==> src/rtl/mem_access_unit.sv <==
// Load/store unit: one request at a time, single-outstanding word bus toward data
// memory, formatted load data or error code returned on the response channel.
module mem_access_unit #(
  parameter int ADDR_W  = 32,
  parameter int TIMEOUT = 16
) (
  input  logic              clk,
  input  logic              rst_n,
  input  logic              req_valid_i,
  output logic              req_ready_o,
  input  logic              req_op_i,
  input  logic [2:0]        req_funct3_i,
  input  logic [ADDR_W-1:0] req_addr_i,
  input  logic [31:0]       req_wdata_i,
  input  logic [4:0]        req_rd_i,
  output logic              mem_valid_o,
  input  logic              mem_ready_i,
  output logic              mem_we_o,
  output logic [ADDR_W-3:0] mem_addr_o,
  output logic [3:0]        mem_be_o,
  output logic [31:0]       mem_wdata_o,
  input  logic [31:0]       mem_rdata_i,
  output logic              rsp_valid_o,
  input  logic              rsp_ready_i,
  output logic [4:0]        rsp_rd_o,
  output logic [31:0]       rsp_data_o,
  output logic [1:0]        rsp_err_o
);

  localparam int CW = (TIMEOUT > 1) ? $clog2(TIMEOUT) : 1;

  typedef enum logic [1:0] {IDLE, BUS, RESP} state_e;

  state_e            state_q, state_d;
  logic              req_ready_q, req_ready_d;
  logic              op_q, op_d;
  logic [2:0]        f3_q, f3_d;
  logic [1:0]        off_q, off_d;
  logic [4:0]        rd_q, rd_d;
  logic [CW-1:0]     cnt_q, cnt_d;
  logic              mem_valid_q, mem_valid_d, mem_we_q, mem_we_d;
  logic [ADDR_W-3:0] mem_addr_q, mem_addr_d;
  logic [3:0]        mem_be_q, mem_be_d;
  logic [31:0]       mem_wdata_q, mem_wdata_d;
  logic              rsp_valid_q, rsp_valid_d;
  logic [4:0]        rsp_rd_q, rsp_rd_d;
  logic [31:0]       rsp_data_q, rsp_data_d;
  logic [1:0]        rsp_err_q, rsp_err_d;

  logic        legal, misal, to_hit;
  logic [3:0]  be;
  logic [31:0] wdata, lane, ldata;

  // Request decode: funct3[1:0] is the access size for both loads and stores.
  always_comb begin
    legal = (req_funct3_i == 3'b000) || (req_funct3_i == 3'b001) || (req_funct3_i == 3'b010) ||
            (!req_op_i && ((req_funct3_i == 3'b100) || (req_funct3_i == 3'b101)));
    misal = ((req_funct3_i[1:0] == 2'b01) && req_addr_i[0]) ||
            ((req_funct3_i[1:0] == 2'b10) && (req_addr_i[1:0] != 2'b00));
    case (req_funct3_i[1:0])
      2'b00:   begin be = 4'b0001 << req_addr_i[1:0]; wdata = {4{req_wdata_i[7:0]}};  end
      2'b01:   begin be = 4'b0011 << req_addr_i[1:0]; wdata = {2{req_wdata_i[15:0]}}; end
      default: begin be = 4'b1111;                    wdata = req_wdata_i;            end
    endcase
  end

  always_comb begin
    lane = mem_rdata_i >> {off_q, 3'b000};
    case (f3_q)
      3'b000:  ldata = {{24{lane[7]}}, lane[7:0]};
      3'b001:  ldata = {{16{lane[15]}}, lane[15:0]};
      3'b100:  ldata = {24'b0, lane[7:0]};
      3'b101:  ldata = {16'b0, lane[15:0]};
      default: ldata = lane;
    endcase
  end

  // Count runs 0..TIMEOUT-1 over the BUS cycles, so mem_valid is up for TIMEOUT cycles.
  assign to_hit = (TIMEOUT != 0) && (cnt_q == CW'(TIMEOUT - 1));

  always_comb begin
    state_d     = state_q;
    req_ready_d = req_ready_q;
    op_d        = op_q;
    f3_d        = f3_q;
    off_d       = off_q;
    rd_d        = rd_q;
    cnt_d       = cnt_q;
    mem_valid_d = mem_valid_q;
    mem_we_d    = mem_we_q;
    mem_addr_d  = mem_addr_q;
    mem_be_d    = mem_be_q;
    mem_wdata_d = mem_wdata_q;
    rsp_valid_d = rsp_valid_q;
    rsp_rd_d    = rsp_rd_q;
    rsp_data_d  = rsp_data_q;
    rsp_err_d   = rsp_err_q;
    case (state_q)
      IDLE: begin
        if (req_valid_i && req_ready_q) begin
          req_ready_d = 1'b0;
          op_d        = req_op_i;
          f3_d        = req_funct3_i;
          off_d       = req_addr_i[1:0];
          rd_d        = req_rd_i;
          if (!legal || misal) begin
            state_d     = RESP;
            rsp_valid_d = 1'b1;
            rsp_err_d   = !legal ? 2'd2 : 2'd1;
            rsp_rd_d    = 5'd0;
            rsp_data_d  = 32'd0;
          end else begin
            state_d     = BUS;
            cnt_d       = '0;
            mem_valid_d = 1'b1;
            mem_we_d    = req_op_i;
            mem_addr_d  = req_addr_i[ADDR_W-1:2];
            mem_be_d    = be;
            mem_wdata_d = wdata;
          end
        end else begin
          req_ready_d = 1'b1;
        end
      end
      BUS: begin
        if (mem_ready_i) begin
          state_d     = RESP;
          mem_valid_d = 1'b0;
          rsp_valid_d = 1'b1;
          rsp_err_d   = 2'd0;
          rsp_rd_d    = op_q ? 5'd0 : rd_q;
          rsp_data_d  = op_q ? 32'd0 : ldata;
        end else if (to_hit) begin
          state_d     = RESP;
          mem_valid_d = 1'b0;
          rsp_valid_d = 1'b1;
          rsp_err_d   = 2'd3;
          rsp_rd_d    = 5'd0;
          rsp_data_d  = 32'd0;
        end else begin
          cnt_d = cnt_q + CW'(1);
        end
      end
      RESP: begin
        if (rsp_ready_i) begin
          state_d     = IDLE;
          rsp_valid_d = 1'b0;
          req_ready_d = 1'b1;
        end
      end
      default: state_d = IDLE;
    endcase
  end

  always_ff @(posedge clk or negedge rst_n) begin
    if (!rst_n) begin
      state_q     <= IDLE;
      req_ready_q <= 1'b0;
      op_q        <= 1'b0;
      f3_q        <= 3'd0;
      off_q       <= 2'd0;
      rd_q        <= 5'd0;
      cnt_q       <= '0;
      mem_valid_q <= 1'b0;
      mem_we_q    <= 1'b0;
      mem_addr_q  <= '0;
      mem_be_q    <= 4'd0;
      mem_wdata_q <= 32'd0;
      rsp_valid_q <= 1'b0;
      rsp_rd_q    <= 5'd0;
      rsp_data_q  <= 32'd0;
      rsp_err_q   <= 2'd0;
    end else begin
      state_q     <= state_d;
      req_ready_q <= req_ready_d;
      op_q        <= op_d;
      f3_q        <= f3_d;
      off_q       <= off_d;
      rd_q        <= rd_d;
      cnt_q       <= cnt_d;
      mem_valid_q <= mem_valid_d;
      mem_we_q    <= mem_we_d;
      mem_addr_q  <= mem_addr_d;
      mem_be_q    <= mem_be_d;
      mem_wdata_q <= mem_wdata_d;
      rsp_valid_q <= rsp_valid_d;
      rsp_rd_q    <= rsp_rd_d;
      rsp_data_q  <= rsp_data_d;
      rsp_err_q   <= rsp_err_d;
    end
  end

  assign req_ready_o = req_ready_q;
  assign mem_valid_o = mem_valid_q;
  assign mem_we_o    = mem_we_q;
  assign mem_addr_o  = mem_addr_q;
  assign mem_be_o    = mem_be_q;
  assign mem_wdata_o = mem_wdata_q;
  assign rsp_valid_o = rsp_valid_q;
  assign rsp_rd_o    = rsp_rd_q;
  assign rsp_data_o  = rsp_data_q;
  assign rsp_err_o   = rsp_err_q;

endmodule
==> config.mk <==
export PLATFORM = sky130hd
export DESIGN_NAME = mem_access_unit
export DESIGN_NICKNAME = d
export VERILOG_FILES = /design/src/rtl/mem_access_unit.sv
export SDC_FILE = /design/constraint.sdc
export NUM_CORES = 1
export LEC_CHECK = 0
export CORE_AREA = 5 5 121 123
export CTS_CLUSTER_DIAMETER = 200
export DETAILED_ROUTE_END_ITERATION = 8
export DIE_AREA = 0 0 126 128
export PLACE_DENSITY = 0.79
export SLEW_MARGIN = 20
export SYNTH_ARGS = -nofsm -noshare
export SYNTH_HDL_FRONTEND = slang
export SYNTH_SLANG_ARGS = --single-unit
export TNS_END_PERCENT = 10
==> constraint.sdc <==
create_clock -name clk -period 2.27 [get_ports clk]
set_input_delay 0.454 -clock clk [delete_from_list [all_inputs] [get_ports clk]]
set_output_delay 0.454 -clock clk [all_outputs]
set_load 0.03 [all_outputs]
==> flow_metrics.py <==
metrics = {
    "power_and_ir_drop": {
        "power_density_nw_per_um2": 1380,
        "p_leak_nw": 3.89,
        "vdd_drop_max_mv": 0.908,
    },
    "placed_design": {
        "dpl.cell_count": 894,
        "io_buffers": 218,
        "post_dp_cell_area_um2": 8450,
        "place_ws_ns": -0.120,
        "gp_congestion": 0.885,
        "dp_hpwl_um": 13000,
    },
    "floorplan": {
        "core_area_um2": 13600,
        "fp.dieH_um": 128,
        "rows": 43,
        "die-area_um2": 16100,
        "ioPinCount": 219,
        "die_w_um": 126,
        "start_util_pct": 43.9,
    },
    "min_path": {
        "hold_class": "input pin to async pin",
    },
    "worst_setup_path": {
        "crit_fanout": 7,
        "end_kind": "register",
        "rrSetupSlack_ns": 0.20,
        "r2r_start": "state_q[1]$_DFFE_PN0P_",
        "reg2reg_depth": 7,
        "r2r_end": "cnt_q[2]$_DFFE_PN0P_",
        "cp.arrival_ns": 2.38,
        "worstPathRequired_ns": 2.58,
        "cp-start-kind": "register",
        "crit_type": "register to register",
    },
    "route": {
        "routed_via_density": 5.37,
        "drt_iter0_markers": 279,
        "met1_length_um": 6740,
        "drtPass1Iterations": 6,
        "routed.top_layer": "met4",
        "antenna_left": 0,
        "vias": 4964,
        "routed-wl-met2_um": 8450,
        "drc": 0,
        "wl_um": 17600,
        "avgRoutedWirePerCell_um": 19.1,
        "route.met3.wl_um": 2060,
    },
    "cells_and_area": {
        "area_growth_pct": 51.5,
        "antenna_cells": 0,
        "drive_above_1_share_pct": 16.2,
        "postLayoutCoreUtil_pct": 66.5,
        "finalInstanceArea_um2": 9010,
        "fin_cells": 925,
        "fin_nets": 847,
    },
    "logic_synthesis": {
        "syn_avg_cell_area_um2": 11.8,
        "synth_edf_count": 0,
        "synth_fp_nets": 620,
        "async_flop_share_pct": 100,
        "synth_area_leader_cell": "dfrtp_1",
        "yosys.cell_count.top_type": "dfrtp_1",
        "ys_ff_latch": 126,
        "synth_commonest_cells": "126 x dfrtp_1, 55 x mux2_2, 42 x mux2i_1, 41 x nand2_1, 39 x o21ai_0",
        "ys_warn_count": 0,
        "syn_area_um2": 5950,
        "ys_types": 41,
        "netlist.area_leader.share_pct": 53.0,
        "synth_ff_type": "dfrtp_1",
        "synth.yosys.seq_area_share_pct": 53.0,
        "ys_top_cells_by_area": "dfrtp_1 53%, mux2_2 10%, mux2i_1 7.1%",
        "syn_inst": 506,
    },
    "cts": {
        "clk_pin_slew_ns": 0.05,
        "cts_tree": "done",
        "htree_levels": 4,
        "cts_hold_buffers": 0,
        "clockBufferDepth": 2,
        "root_buffer": "clkbuf_16",
        "numCtsBuffers": 17,
        "cts_sinks": 126,
        "cts_resized": 0,
        "clk_latency_ns": 0.41,
        "cts_setup_buffers": 0,
    },
    "timing": {
        "finalSetupViolCount": 0,
        "tightest_slew_ns": 0.916,
        "worst_slack_ns": 0.199,
        "relSlewSlack_pct": 38.7,
        "fin_crit_ns": 2.07,
        "worst_hold_slack_ns": 0.151,
        "max_freq_mhz": 483,
        "rsz0062_at_grt": "false",
        "period_share_pct": 91.3,
        "slew_viol_final": 0,
        "finalClockSkew_ns": 0.00793,
        "finalHoldViolCount": 0,
    },
    "grt": {
        "antenna_found_initial": 0,
        "grt_remaining_overflow": 0,
        "grt_max_degree": 127,
        "grt_use_total_pct": 22.3,
        "grt_pass1_wl_um": 28500,
        "grt_pass1_vias": 5430,
    },
    "outcome": {
        "status": "finished, final reports clean",
    },
    "job": {
        "drv_cap": 0,
    },
}
[flip-flops by register name (all words and copies together), names as in the netlist]
| name | flops |
|---|---|
| mem_be_o | 4 |
| cnt_q | 4 |
| mem_wdata_o | 32 |
| req_ready_o | 1 |
| mem_we_o | 1 |
| rsp_err_o | 2 |
| rsp_valid_o | 1 |
| rsp_rd_o | 5 |
| mem_valid_o | 1 |
| off_q | 2 |
| f3_q | 3 |
| rd_q | 5 |
| rsp_data_o | 32 |
| mem_addr_o | 30 |
| state_q | 2 |
| op_q | 1 |
[worst max-delay path by stage]
stage / depth (start not counted) / start / slack (ns) / end
after global placement: 7 / req_funct3_i[2] / -0.05 / rsp_data_o[24]$_DFFE_PN0P_
after floorplan: 8 / state_q[0]$_DFFE_PN0P_ / 0.26 / rsp_err_o[0]$_DFFE_PN0P_
after detailed placement: 7 / req_addr_i[0] / -0.12 / rsp_data_o[20]$_DFFE_PN0P_
after CTS: 7 / state_q[1]$_DFFE_PN0P_ / 0.24 / cnt_q[2]$_DFFE_PN0P_
after global routing: 7 / state_q[1]$_DFFE_PN0P_ / 0.01 / cnt_q[2]$_DFFE_PN0P_
final: 7 / state_q[1]$_DFFE_PN0P_ / 0.20 / cnt_q[2]$_DFFE_PN0P_
[kinds of logic (layout without fill, tap and decap cells)]
| kind of cell | after synthesis | count (layout) | synth area share (%) |
|---|---|---|---|
| compound gates | 144 | 144 | 17.4 |
| mux | 98 | 98 | 17.9 |
| flops | 126 | 126 | 53.0 |
| buf+inv | 42 | 281 | 3.28 |
| simple gates | 92 | 92 | 7.60 |
| fa+ha+maj | 4 | 4 | 0.842 |
[worst max-delay path, cell delays in order (launching register included)]
cell and delay (ns):
dfrtp_1 0.39, inv_1 0.11, ha_1 0.29, nor2b_1 0.29, a21oi_1 0.17, or3_1 0.36, buf_4 0.16, o211ai_1 0.21
[placed cells by master, fill, tap and decap left out, types with 2 or more instances in the layout]
cell type,netlist,layout
a32o_1,7,7
bufinv_16,0,2
o21ai_0,39,39
ha_1,4,4
o22ai_1,8,8
nand3_1,5,5
inv_1,6,6
nand2_1,41,41
nand2b_1,3,3
clkbuf_16,0,17
dfrtp_1,126,126
or2_2,2,2
buf_4,1,22
mux2i_1,42,42
o211ai_1,2,2
clkdlybuf4s50_1,0,217
clkbuf_1,15,4
clkinv_2,0,6
nor2b_1,15,15
buf_12,0,5
a21oi_1,23,23
nor2_1,18,18
clkbuf_8,0,2
o31ai_1,3,3
nand3b_1,2,2
a211o_1,7,7
o2bb2ai_1,22,22
mux2_2,55,55
a22o_1,24,24
[where the power goes]
part | internal [mW] | switching [mW] | total, mW
sequential | 3.14 | 0.586 | 3.72
clock | 1.65 | 0.928 | 2.58
combinational | 2.72 | 3.40 | 6.11
total | 7.51 | 4.91 | 12.4
[through the flow]
stage / TNS, ns / power (mW)
2_1_floorplan: 0 / 7.29
3_3_place_gp: -1.96 / 9.72
3_5_place_dp: -4.80 / 9.89
4_1_cts: 0 / 12.5
5_1_grt: 0 / 13.1
6_report: 0 / 12.4
[final cells by class]
cell class	count	area, um2
clock buffer	23	468
clock inverter	8	90.1
fill	1022	4550
inverter	6	22.5
multi-input combinational	338	2610
sequential	126	3150
tap	180	225
timing repair buffer	244	2440
[metal layers]
layer / vias up / global-route usage [%]
met5: - / 0
met4: 0 / 8.26
met3: 24 / 10.6
met2: 220 / 36.4
met1: 2413 / 25.9
li1: 2307 / -
No activity file was read; power rests on OpenSTA's default activity.
==> edit, RTL diff (same flow settings) <==
Take the reset off `rd_q`, `mem_addr_q`, `mem_be_q`, `mem_wdata_q` and `rsp_data_q` and load them in a clocked block of their own.
--- a/src/rtl/mem_access_unit.sv
+++ b/src/rtl/mem_access_unit.sv
@@ -161,3 +161,2 @@
       off_q       <= 2'd0;
-      rd_q        <= 5'd0;
       cnt_q       <= '0;
@@ -165,8 +164,4 @@
       mem_we_q    <= 1'b0;
-      mem_addr_q  <= '0;
-      mem_be_q    <= 4'd0;
-      mem_wdata_q <= 32'd0;
       rsp_valid_q <= 1'b0;
       rsp_rd_q    <= 5'd0;
-      rsp_data_q  <= 32'd0;
       rsp_err_q   <= 2'd0;
@@ -178,3 +173,2 @@
       off_q       <= off_d;
-      rd_q        <= rd_d;
       cnt_q       <= cnt_d;
@@ -182,10 +176,14 @@
       mem_we_q    <= mem_we_d;
-      mem_addr_q  <= mem_addr_d;
-      mem_be_q    <= mem_be_d;
-      mem_wdata_q <= mem_wdata_d;
       rsp_valid_q <= rsp_valid_d;
       rsp_rd_q    <= rsp_rd_d;
-      rsp_data_q  <= rsp_data_d;
       rsp_err_q   <= rsp_err_d;
     end
+  end
+
+  always_ff @(posedge clk) begin
+    rd_q        <= rd_d;
+    mem_addr_q  <= mem_addr_d;
+    mem_be_q    <= mem_be_d;
+    mem_wdata_q <= mem_wdata_d;
+    rsp_data_q  <= rsp_data_d;
   end
Behaviour: differs if rst_n is asserted again (counterexample within 4 cycles, from zero or initial values and one cycle with rst_n low); with rst_n held inactive, the same outputs for 4 cycles.
==> edit against the original RTL <==
  * Design area shrank 2.3%
  * Area after synthesis decreased by 6.8%
  * Worst setup slack better by 38 ps
  * Critical path depth fell by 6
  * Utilization fell by 1.5 points
  * Routed wire length is 8.8% lower
  * Sequential cell count is the same
  * Clock skew fell by 2.8 ps
Power is not compared: it rests on default switching activity, and its combinational part moved more than twofold at a synthesized area within 25%.
==> edit: results (changes against the original RTL) <==
Ratio of cells with drive above 1 in the final layout = 15.5% (-0.73 points)
GPL Wtd Cong = 0.939 (+6.1%)
First-pass GRT wire length = 24.6 mm (-14%)
Met3 usage = 7.38% (-3.2 points)
Cell Area, Synth = 5540 sq um (-6.8%)
Drt pass-1 iters = 5 (-1)
Sequential fraction of the synthesis area = 66.2% (+13 points)
Placed insts = 812 (-9.2%)
NonClk Buf Share = 28.3% (+1.2 points)
Critical path's top delay family = buffers and inverters
Post-Route WL = 16.1 mm (-8.8%)
Asr flop ratio synth = 18.3% (-82 points)
Status = completed
Buffers, non-clock = 254 (+4.1%)
Synth area leaders = edfxtp_1 56%, dfrtp_1 10%, mux2i_1 4.9%
WP data arrival = 1580 ps (-800 ps)
Clk cell area share = 6.86% (+0.67 points)
Sequential cell area share = 41.7% (+6.7 points)
GR met1 Demand/Resource = 23.7% (-2.1 points)
Worst stage delay on the critical path = 730 ps (+340 ps)
Max FO, Critical Path = 4 (-3)
Clk_skew = 5.13 ps (-2.80 ps)
Comb_multi_in = 240 (-29%)
Multi-input logic area = 1770 sq um (-32%)
Final net count = 765 (-9.7%)
edit: cell types whose count changed in the layout (fill, tap and decap cells not counted), sizes merged, moves of 20 or more:
cell / change
edfxtp: +103
dfrtp: -103
nand2: -27
mux2: -31
a22o: -23
o2bb2ai: -20
edit: final timing paths:
kind	startpoint	end	slack, ps	depth (start not counted)
min	rst_n	rsp_valid_o	400	2
max in group asynchronous	rst_n	off_q[0]	1630	2
max reg2reg	state_q[1]	rsp_data_o[25]	280	6
min in group clk	rd_q[1]	rsp_rd_o[1]	480	2
max	req_ready_o	req_ready_o	240	1
min reg2reg	rd_q[1]	rsp_rd_o[1]	480	2
edit: logic make-up after synthesis:
kind of cell	Yosys count	share of synthesized area, %
DFF	126	66.2
AOI/OAI and AO/OA	99	12.0
and+or+nand+nor	85	8.26
muxes	52	10.2
buffers and inverters	34	2.51
adders and majority gates	4	0.903
